**src/rtl/gpu_launch_ctrl.sv**
```systemverilog
// Board-level gpu launch controller: reset sequencing, debounced start button,
// start/done handshake, run statistics and LED map. Optional watchdog: GPU_LAUNCH_TIMEOUT_EN.
module gpu_launch_ctrl #(
    parameter int NUM_LEDS          = 8,
    parameter int DEBOUNCE_CYCLES   = 50000,
    parameter int RESET_HOLD_CYCLES = 16,
    parameter int CYCLE_W           = 32,
    parameter int RUN_CNT_W         = 8,
    parameter int TIMEOUT_CYCLES    = 1000000
) (
    input  logic                 clk,
    input  logic                 rst_n,
    input  logic                 btn_start,
    input  logic                 sw_continuous,
    input  logic                 execution_done,
    output logic                 gpu_reset,
    output logic                 execution_start,
    output logic                 busy,
    output logic [CYCLE_W-1:0]   last_cycles,
    output logic [RUN_CNT_W-1:0] run_count,
    output logic [NUM_LEDS-1:0]  leds
);
    localparam int DEB_W  = $clog2(DEBOUNCE_CYCLES + 1);
    localparam int HOLD_W = $clog2(RESET_HOLD_CYCLES + 1);
    localparam logic [DEB_W-1:0]     DEB_LAST  = DEB_W'(DEBOUNCE_CYCLES - 1);
    localparam logic [DEB_W-1:0]     DEB_ONE   = DEB_W'(1);
    localparam logic [HOLD_W-1:0]    HOLD_LAST = HOLD_W'(RESET_HOLD_CYCLES - 1);
    localparam logic [HOLD_W-1:0]    HOLD_ONE  = HOLD_W'(1);
    localparam logic [CYCLE_W-1:0]   CYC_ONE   = CYCLE_W'(1);
    localparam logic [CYCLE_W-1:0]   CYC_MAX   = {CYCLE_W{1'b1}};
    localparam logic [RUN_CNT_W-1:0] RUN_ONE   = RUN_CNT_W'(1);
    localparam logic [RUN_CNT_W-1:0] RUN_MAX   = {RUN_CNT_W{1'b1}};
`ifdef GPU_LAUNCH_TIMEOUT_EN
    localparam logic [CYCLE_W-1:0]   TIMEOUT_VAL = CYCLE_W'(TIMEOUT_CYCLES);
`endif

    typedef enum logic [2:0] {
        ST_HOLD    = 3'd0,
        ST_IDLE    = 3'd1,
        ST_RUNNING = 3'd2,
        ST_DONE    = 3'd3,
`ifdef GPU_LAUNCH_TIMEOUT_EN
        ST_ERROR   = 3'd5,
`endif
        ST_REARM   = 3'd4
    } state_t;

    // Refuse parameterisations the LED map and counters cannot represent.
    if (NUM_LEDS < 4 || RESET_HOLD_CYCLES < 1 || DEBOUNCE_CYCLES < 1 ||
        TIMEOUT_CYCLES < 1 || RUN_CNT_W < NUM_LEDS - 3) begin : g_param_check
        $error("gpu_launch_ctrl: illegal parameter combination");
    end

    logic                 sync1_q, sync1_d, sync2_q, sync2_d;
    logic                 deb_level_q, deb_level_d, press_q, press_d;
    logic [DEB_W-1:0]     deb_cnt_q, deb_cnt_d;
    state_t               state_q, state_d;
    logic [HOLD_W-1:0]    hold_cnt_q, hold_cnt_d;
    logic [CYCLE_W-1:0]   cyc_cnt_q, cyc_cnt_d, last_cycles_q, last_cycles_d;
    logic [RUN_CNT_W-1:0] run_count_q, run_count_d;
    logic                 gpu_reset_q, gpu_reset_d, start_q, start_d;
    logic                 busy_q, busy_d, err_q, err_d;
    logic [NUM_LEDS-1:0]  leds_q, leds_d;

    // Button path: two-flop synchroniser, then a level flips only after a full run of disagreeing samples.
    always_comb begin
        sync1_d     = btn_start;
        sync2_d     = sync1_q;
        deb_level_d = deb_level_q;
        deb_cnt_d   = {DEB_W{1'b0}};
        press_d     = 1'b0;
        if (sync2_q != deb_level_q) begin
            if (deb_cnt_q == DEB_LAST) begin
                deb_level_d = sync2_q;
                press_d     = sync2_q;
            end else begin
                deb_cnt_d = deb_cnt_q + DEB_ONE;
            end
        end else begin
            deb_cnt_d = {DEB_W{1'b0}};
        end
    end

    // Launch FSM plus run statistics; every output is registered from its next-state value.
    always_comb begin
        state_d       = state_q;
        hold_cnt_d    = hold_cnt_q;
        cyc_cnt_d     = cyc_cnt_q;
        last_cycles_d = last_cycles_q;
        run_count_d   = run_count_q;
        gpu_reset_d   = gpu_reset_q;
        start_d       = start_q;
        err_d         = err_q;
        case (state_q)
            ST_HOLD, ST_REARM: begin
                if (hold_cnt_q == HOLD_LAST) begin
                    hold_cnt_d  = {HOLD_W{1'b0}};
                    gpu_reset_d = 1'b0;
                    if (state_q == ST_REARM) begin
                        state_d   = ST_RUNNING;
                        start_d   = 1'b1;
                        cyc_cnt_d = CYC_ONE;
                    end else begin
                        state_d = ST_IDLE;
                    end
                end else begin
                    hold_cnt_d = hold_cnt_q + HOLD_ONE;
                end
            end
            ST_IDLE: begin
                if (press_q) begin
                    state_d   = ST_RUNNING;
                    start_d   = 1'b1;
                    cyc_cnt_d = CYC_ONE;
                end else begin
                    state_d = ST_IDLE;
                end
            end
            ST_RUNNING: begin
                if (execution_done) begin
                    state_d       = ST_DONE;
                    start_d       = 1'b0;
                    last_cycles_d = cyc_cnt_q;
                    run_count_d   = (run_count_q == RUN_MAX) ? run_count_q : run_count_q + RUN_ONE;
                end
`ifdef GPU_LAUNCH_TIMEOUT_EN
                else if (cyc_cnt_q == TIMEOUT_VAL) begin
                    state_d     = ST_ERROR;
                    start_d     = 1'b0;
                    gpu_reset_d = 1'b1;
                    err_d       = 1'b1;
                end
`endif
                else begin
                    cyc_cnt_d = (cyc_cnt_q == CYC_MAX) ? cyc_cnt_q : cyc_cnt_q + CYC_ONE;
                end
            end
            ST_DONE: begin
                if (sw_continuous || press_q) begin
                    state_d     = ST_REARM;
                    gpu_reset_d = 1'b1;
                    hold_cnt_d  = {HOLD_W{1'b0}};
                end else begin
                    state_d = ST_DONE;
                end
            end
`ifdef GPU_LAUNCH_TIMEOUT_EN
            ST_ERROR: begin
                if (press_q) begin
                    state_d    = ST_REARM;
                    err_d      = 1'b0;
                    hold_cnt_d = {HOLD_W{1'b0}};
                end else begin
                    state_d = ST_ERROR;
                end
            end
`endif
            default: begin
                state_d     = ST_HOLD;
                hold_cnt_d  = {HOLD_W{1'b0}};
                gpu_reset_d = 1'b1;
                start_d     = 1'b0;
                err_d       = 1'b0;
            end
        endcase
        busy_d = (state_d == ST_RUNNING);
        leds_d = {run_count_d[NUM_LEDS-4:0], err_d, busy_d, (state_d == ST_DONE)};
    end

    // All storage; reset forces the gpu into reset and restarts the hold sequence.
    always_ff @(posedge clk or negedge rst_n) begin
        if (!rst_n) begin
            sync1_q       <= 1'b0;
            sync2_q       <= 1'b0;
            deb_level_q   <= 1'b0;
            deb_cnt_q     <= {DEB_W{1'b0}};
            press_q       <= 1'b0;
            state_q       <= ST_HOLD;
            hold_cnt_q    <= {HOLD_W{1'b0}};
            cyc_cnt_q     <= {CYCLE_W{1'b0}};
            last_cycles_q <= {CYCLE_W{1'b0}};
            run_count_q   <= {RUN_CNT_W{1'b0}};
            gpu_reset_q   <= 1'b1;
            start_q       <= 1'b0;
            busy_q        <= 1'b0;
            err_q         <= 1'b0;
            leds_q        <= {NUM_LEDS{1'b0}};
        end else begin
            sync1_q       <= sync1_d;
            sync2_q       <= sync2_d;
            deb_level_q   <= deb_level_d;
            deb_cnt_q     <= deb_cnt_d;
            press_q       <= press_d;
            state_q       <= state_d;
            hold_cnt_q    <= hold_cnt_d;
            cyc_cnt_q     <= cyc_cnt_d;
            last_cycles_q <= last_cycles_d;
            run_count_q   <= run_count_d;
            gpu_reset_q   <= gpu_reset_d;
            start_q       <= start_d;
            busy_q        <= busy_d;
            err_q         <= err_d;
            leds_q        <= leds_d;
        end
    end

    assign gpu_reset       = gpu_reset_q;
    assign execution_start = start_q;
    assign busy            = busy_q;
    assign last_cycles     = last_cycles_q;
    assign run_count       = run_count_q;
    assign leds            = leds_q;
endmodule
```
**config.mk**
```make
export PLATFORM = sky130hd
export DESIGN_NAME = gpu_launch_ctrl
export DESIGN_NICKNAME = d
export VERILOG_FILES = /design/src/rtl/gpu_launch_ctrl.sv
export SDC_FILE = /design/constraint.sdc
export NUM_CORES = 1
export LEC_CHECK = 0
export CORE_ASPECT_RATIO = 0.5
export CORE_MARGIN = 2
export CORE_UTILIZATION = 60
export CTS_CLUSTER_SIZE = 40
export DETAILED_ROUTE_END_ITERATION = 12
export HOLD_SLACK_MARGIN = 0.06
export PLACE_DENSITY = 0.84
export SYNTH_ARGS = -nofsm -noshare
export SYNTH_HDL_FRONTEND = slang
export SYNTH_SLANG_ARGS = --single-unit
export TNS_END_PERCENT = 30
```
**constraint.sdc**
```tcl
create_clock -name clk -period 4.45 [get_ports clk]
set_input_delay 0.445 -clock clk [delete_from_list [all_inputs] [get_ports clk]]
set_output_delay 0.445 -clock clk [all_outputs]
set_load 0.01 [all_outputs]
```
# ---- After elaboration in Yosys (flattened, before gate mapping)
# Cells that the tools add are included.
dict set report classes {
  eq_ne 18
  n_reduce_logical 13
  muxes 31
  bitwise 3
  addsub 4
}
# op n
set op_table {}
lappend op_table {{$mux 32} 5}
lappend op_table {{$pmux 32 s3} 1}
lappend op_table {{$add 32x1->32 const B} 1}
lappend op_table {{$eq 32x32->1 const B} 1}
lappend op_table {{$mux 16} 2}
lappend op_table {{$mux 5} 5}
lappend op_table {{$add 16x1->16 const B} 1}
lappend op_table {{$eq 16x16->1 const B} 1}
lappend op_table {{$pmux 5 s3} 1}
lappend op_table {{$ne 2x2->1 const B} 7}
lappend op_table {{$eq 3x2->1 const B} 4}
lappend op_table {{$pmux 3 s4} 1}
lappend op_table {{$mux 1} 9}
lappend op_table {{$mux 3} 3}
lappend op_table {{$add 8x1->8 const B} 1}
lappend op_table {{$eq 8x8->1 const B} 1}
lappend op_table {{$reduce_and 2->1} 3}
lappend op_table {{$reduce_and 3->1} 2}
lappend op_table {{$reduce_and 6->1} 1}
lappend op_table {{$add 5x1->5 const B} 1}
lappend op_table {{$eq 5x4->1 const B} 1}
lappend op_table {{$reduce_and 5->1} 1}
lappend op_table {{$reduce_or 5->1} 1}
lappend op_table {{$mux 2} 2}
lappend op_table {{other kinds (10)} 13}
dict set report totals {
  reg_bits 112
  elab_cells 85
}

# ---- Logic depth before layout (Yosys ltp)
dict set report logic_depth {
  ltp_word 5
  depth_mapped 9
  depth_no_buf 6
}

# ---- Worst setup path before layout
# OpenSTA, ideal clock, no wires.
dict set report synth_path {
  path_type {register -> register}
  from {register cyc_cnt_q[0]}
  to {register cyc_cnt_q[30]}
  path_slack_ns 2.452
  t_required_ns 4.324
  t_arrival_ns 1.872
  stages_incl_launch_ff 8
  path_buffers 1
  setup_ns 0.126
  path_cell_list {dfrtp_1 ha_1 nand3_1 nor4_4 buf_4 nand2_1 o211a_1 a221o_1}
}
dict set report synth_via {
  elab_chain_len 4
}
# item line
set synth_rtl {}
lappend synth_rtl {{from (decl)} 59} ;# logic [CYCLE_W-1:0] cyc_cnt_q, cyc_cnt_d, last_cycles_q, last_cycles_d;
lappend synth_rtl {{from (signal assigned)} 180} ;# cyc_cnt_q <= {CYCLE_W{1'b0}};
lappend synth_rtl {{from (signal assigned)} 196} ;# cyc_cnt_q <= cyc_cnt_d;
lappend synth_rtl {{$add 32x1->32} 135} ;# cyc_cnt_d = (cyc_cnt_q == CYC_MAX) ? cyc_cnt_q : cyc_cnt_q + CYC_ONE;
lappend synth_rtl {{$mux 32} 135}
lappend synth_rtl {{$mux 32} 120} ;# if (execution_done) begin
lappend synth_rtl {{$pmux 32 s3} 94} ;# case (state_q)
# Several ways; a longest one is shown, not always the timed one. The select of a mux whose other input is x is not followed.
# A chain may end at the register's enable or synchronous reset.

# ---- Worst setup path in the final report
dict set report layout_path {
  from {register cyc_cnt_q[0]}
  to {register cyc_cnt_q[18]}
}
# Same word-level chain as after synthesis.

==> summary.txt <==
Power
  – VDD IR-drop max: 0.000209 V
  – Pwr/cell area: 302 nW/um2
  – Pleak: 0.00272 uW
  – PnR Total Power: 1790 uW

Die
  – Ports: 56
  – Chip width: 134 um
  – CORE AREA: 8120 um2
  – Initial core utilization: 0.627
  – FP Rows: 23
  – Die Span Y: between 60 and 70 um
  – Die Area: 9270 um2

Clock tree
  – Resize count post-CTS: 0
  – CTS root buf: clkbuf_16
  – Setup bufs post-CTS: 0
  – Worst-Skew Late Latency: 0.35 ns
  – CTS tree: yes
  – H-tree Lvls: 3
  – Total CTS buffers: 9
  – Reg clk slew, reported paths: 0.07 ns
  – Clock sink count: about 110
  – CTS max path bufs: 2
  – Hold Buf Count CTS: 0

Setup path
  – CP Class: register to register
  – Worst R2R Path Depth: 7
  – Crit-path cells: ha_1 -> nand3_1 -> nor4_4 -> a31oi_2 -> buf_4 -> and3_1 -> a211o_1
  – Reg-to-Reg Start: cyc_cnt_q[0]
  – CP Data Required Time: 4.68 ns
  – Arrival @ worst endpoint: 2.99 ns
  – Crit path capture type: register
  – R2R Path End: cyc_cnt_q[18]
  – Slowest cell delay on critical path: roughly 0.74 ns
  – R2R setup slack: 1.69 ns
  – Worst-path maximum fanout: 28
  – Setup crit start kind: register
  – Crit path max-delay cell type: nor4_4

Synth
  – Top post-synthesis cells by area: dfrtp_1 (51%), mux2_2 (7.5%), nor2_1 (2.8%), nand2_1 (2.4%), nand3_1 (2.3%)
  – Post-synthesis cell area: 5090 um2
  – Synth cell count leaders: dfrtp_1 (104), nor2_1 (38), mux2_2 (34)
  – Post-Synth Adder-Cell Area: 0.00984
  – Synth Flop Type: dfrtp_1
  – Net Count, Synth: around 470
  – Area leader, netlist: dfrtp_1
  – Warning count from the yosys run: 0
  – Ys async rst share: 1.00
  – Synth Area in XOR/XNOR: 0.0396
  – Post-synthesis cell count: about 460
  – Simple-gate portion of the synthesized area: 0.186
  – Main combinational cell family by area after synthesis: simple AND/OR/NAND/NOR gates
  – Yosys reg bits: 105
  – Most instantiated library cell after synthesis: dfrtp_1
  – Synth Area per Inst: 11.0 um2
  – Compound-gate portion of the synthesized area: 0.129
  – Library cells used by synthesis: 62
  – Post-synth top area share: 0.512
  – Mux contribution to synthesized area: 0.0792
  – Number of enable flip-flop cells after synthesis: 0
  – Sequential element share of the synthesized area: 0.517

Timing
  – Max Slew Vio Count: 0
  – Slew HR: 0.508
  – Hold Violations, Final: 0
  – Skew final: 0.00949 ns
  – Final Cycle Share: 0.619
  – RSZ-0062 raised after global routing: false
  – TNS Setup: 0 ns
  – Tmin final: 2.76 ns
  – Finish-stage setup viols: 0
  – Fmax: 363 MHz
  – Worst-margin pin slew: 0.738 ns

Global route
  – First-pass GRT wire length: 17.7 mm
  – Vias in the first global route: 3663
  – Largest net degree at the start of global routing: 60
  – Initial antenna violation count: 0
  – Tot GR Track Use: 0.237
  – Global route total overflow: 0

Detailed routing
  – ANT nets after route: 0
  – 1st-pass router iterations: 5
  – Drt via density: 6.02
  – Routed WL: 10.1 mm
  – DRT iter0 DRCs: about 340
  – Total number of vias: 3726
  – DR WL/cell: 16.4 um
  – DRC errors left: 0

Job
  – Max_cap viols: 0

Place
  – Dpl cells: 603
  – GPL Wtd Cong: 0.831
  – IO Port Bufs: 55
  – HPWL after DPL: 6.90 mm

Finish
  – Layout cells sized above 1: 0.152
  – Core Util, Final: 0.730
  – Final non-filler cell total: 619
  – Fin nets: 511
  – Fill cell total of the finished layout: 571
  – Inserted Diodes: 0
  – Layout area overhead: 16.5%

Status
  – Status: finished, final reports clean

Worst hold path
  – Worst hold path class: input pin to async pin
## cells in the final DEF (no fill, tap or decap), types with 4 or more instances in the layout
cell and instances:
xnor2_1 12, inv_1 6, nor2b_1 6, clkdlybuf4s50_1 54, a211o_1 6, a221o_1 5
nand4_1 9, and3_1 18, nor2_1 38, nand3_1 23, a21oi_1 19, nand2_1 32
nor3_1 12, mux2_2 34, dfrtp_1 104, ha_1 4, clkbuf_16 9, o21ai_0 15
xor2_1 11, a31oi_1 16, buf_4 4, a41oi_1 8
## routing by layer
metal / global-route usage / share of wire / routed length (um) / up-vias
li1: - / - / - / 1767
met2: 0.385 / 0.49 / 4990 / 99
met5: 0 / 0 / 0 / -
met4: 0.0526 / 0.0084 / 85 / 0
met3: 0.0662 / 0.050 / 508 / 10
met1: 0.322 / 0.45 / 4550 / 1850
## how the worst max path moves through the flow
stage / start / to / slack [ns] / cells after the start
3_3_place_gp: cyc_cnt_q[0] / cyc_cnt_q[15] / 1.89 / 7
6_report: cyc_cnt_q[0] / cyc_cnt_q[18] / 1.69 / 7
4_1_cts: state_q[1] / cyc_cnt_q[6] / 1.70 / 6
3_5_place_dp: cyc_cnt_q[0] / cyc_cnt_q[18] / 1.75 / 7
5_1_grt: state_q[1] / cyc_cnt_q[22] / 1.46 / 6
2_1_floorplan: cyc_cnt_q[0] / cyc_cnt_q[30] / 2.45 / 7
## worst max-delay path, delay by kind of cell (launching register included)
family / cells / cell delay [ns]
AND/OR/NAND/NOR: 3 / 1.18
buffers and inverters: 1 / 0.29
AO/OA/AOI/OAI: 2 / 0.51
adder cells (fa/ha/maj): 1 / 0.24
flip-flops: 1 / 0.42
## cell families (layout without fill, tap and decap cells)
family,count (synthesis),count (layout)
xor+xnor,23,23
simple gates,169,169
flops,105,105
mux,36,36
buf+inv,35,80
fa+ha+maj,4,4
compound gates,90,90
## per-stage QoR
step                      setup WS (ns)  hold WS, ns  cell area, um2
after floorplan                    2.45        0.149            5090
after global placement             1.89        0.332            5620
after detailed placement           1.75        0.335            5620
after CTS                          1.70        0.113            5930
after global routing               1.46        0.140            5930
final                              1.69       0.0962            5930
## power breakdown
part | internal (uW) | total, uW | switching (uW)
clock network | 452 | 794 | 342
logic | 8.41 | 34.1 | 25.7
registers | 959 | 963 | 4.50
total | 1420 | 1790 | 373
## layout make-up
class	instances	area (um2)	area share
sequential	105	2630	0.444
multi-input combinational	322	2260	0.381
timing repair buffer	58	571	0.0963
clock buffer	10	239	0.0403
tap	112	140	0.0236
clock inverter	6	67.6	0.0114
inverter	6	22.5	0.00380
## sequential cells by signal, indices dropped and copies added, names as in the netlist, 3 cells and up
register     cells
cyc_cnt_q       32
deb_cnt_q       16
hold_cnt_q       5
last_cycles     32
leds             7
run_count        4
state_q          3
Power figures use the tool's default switching activity.
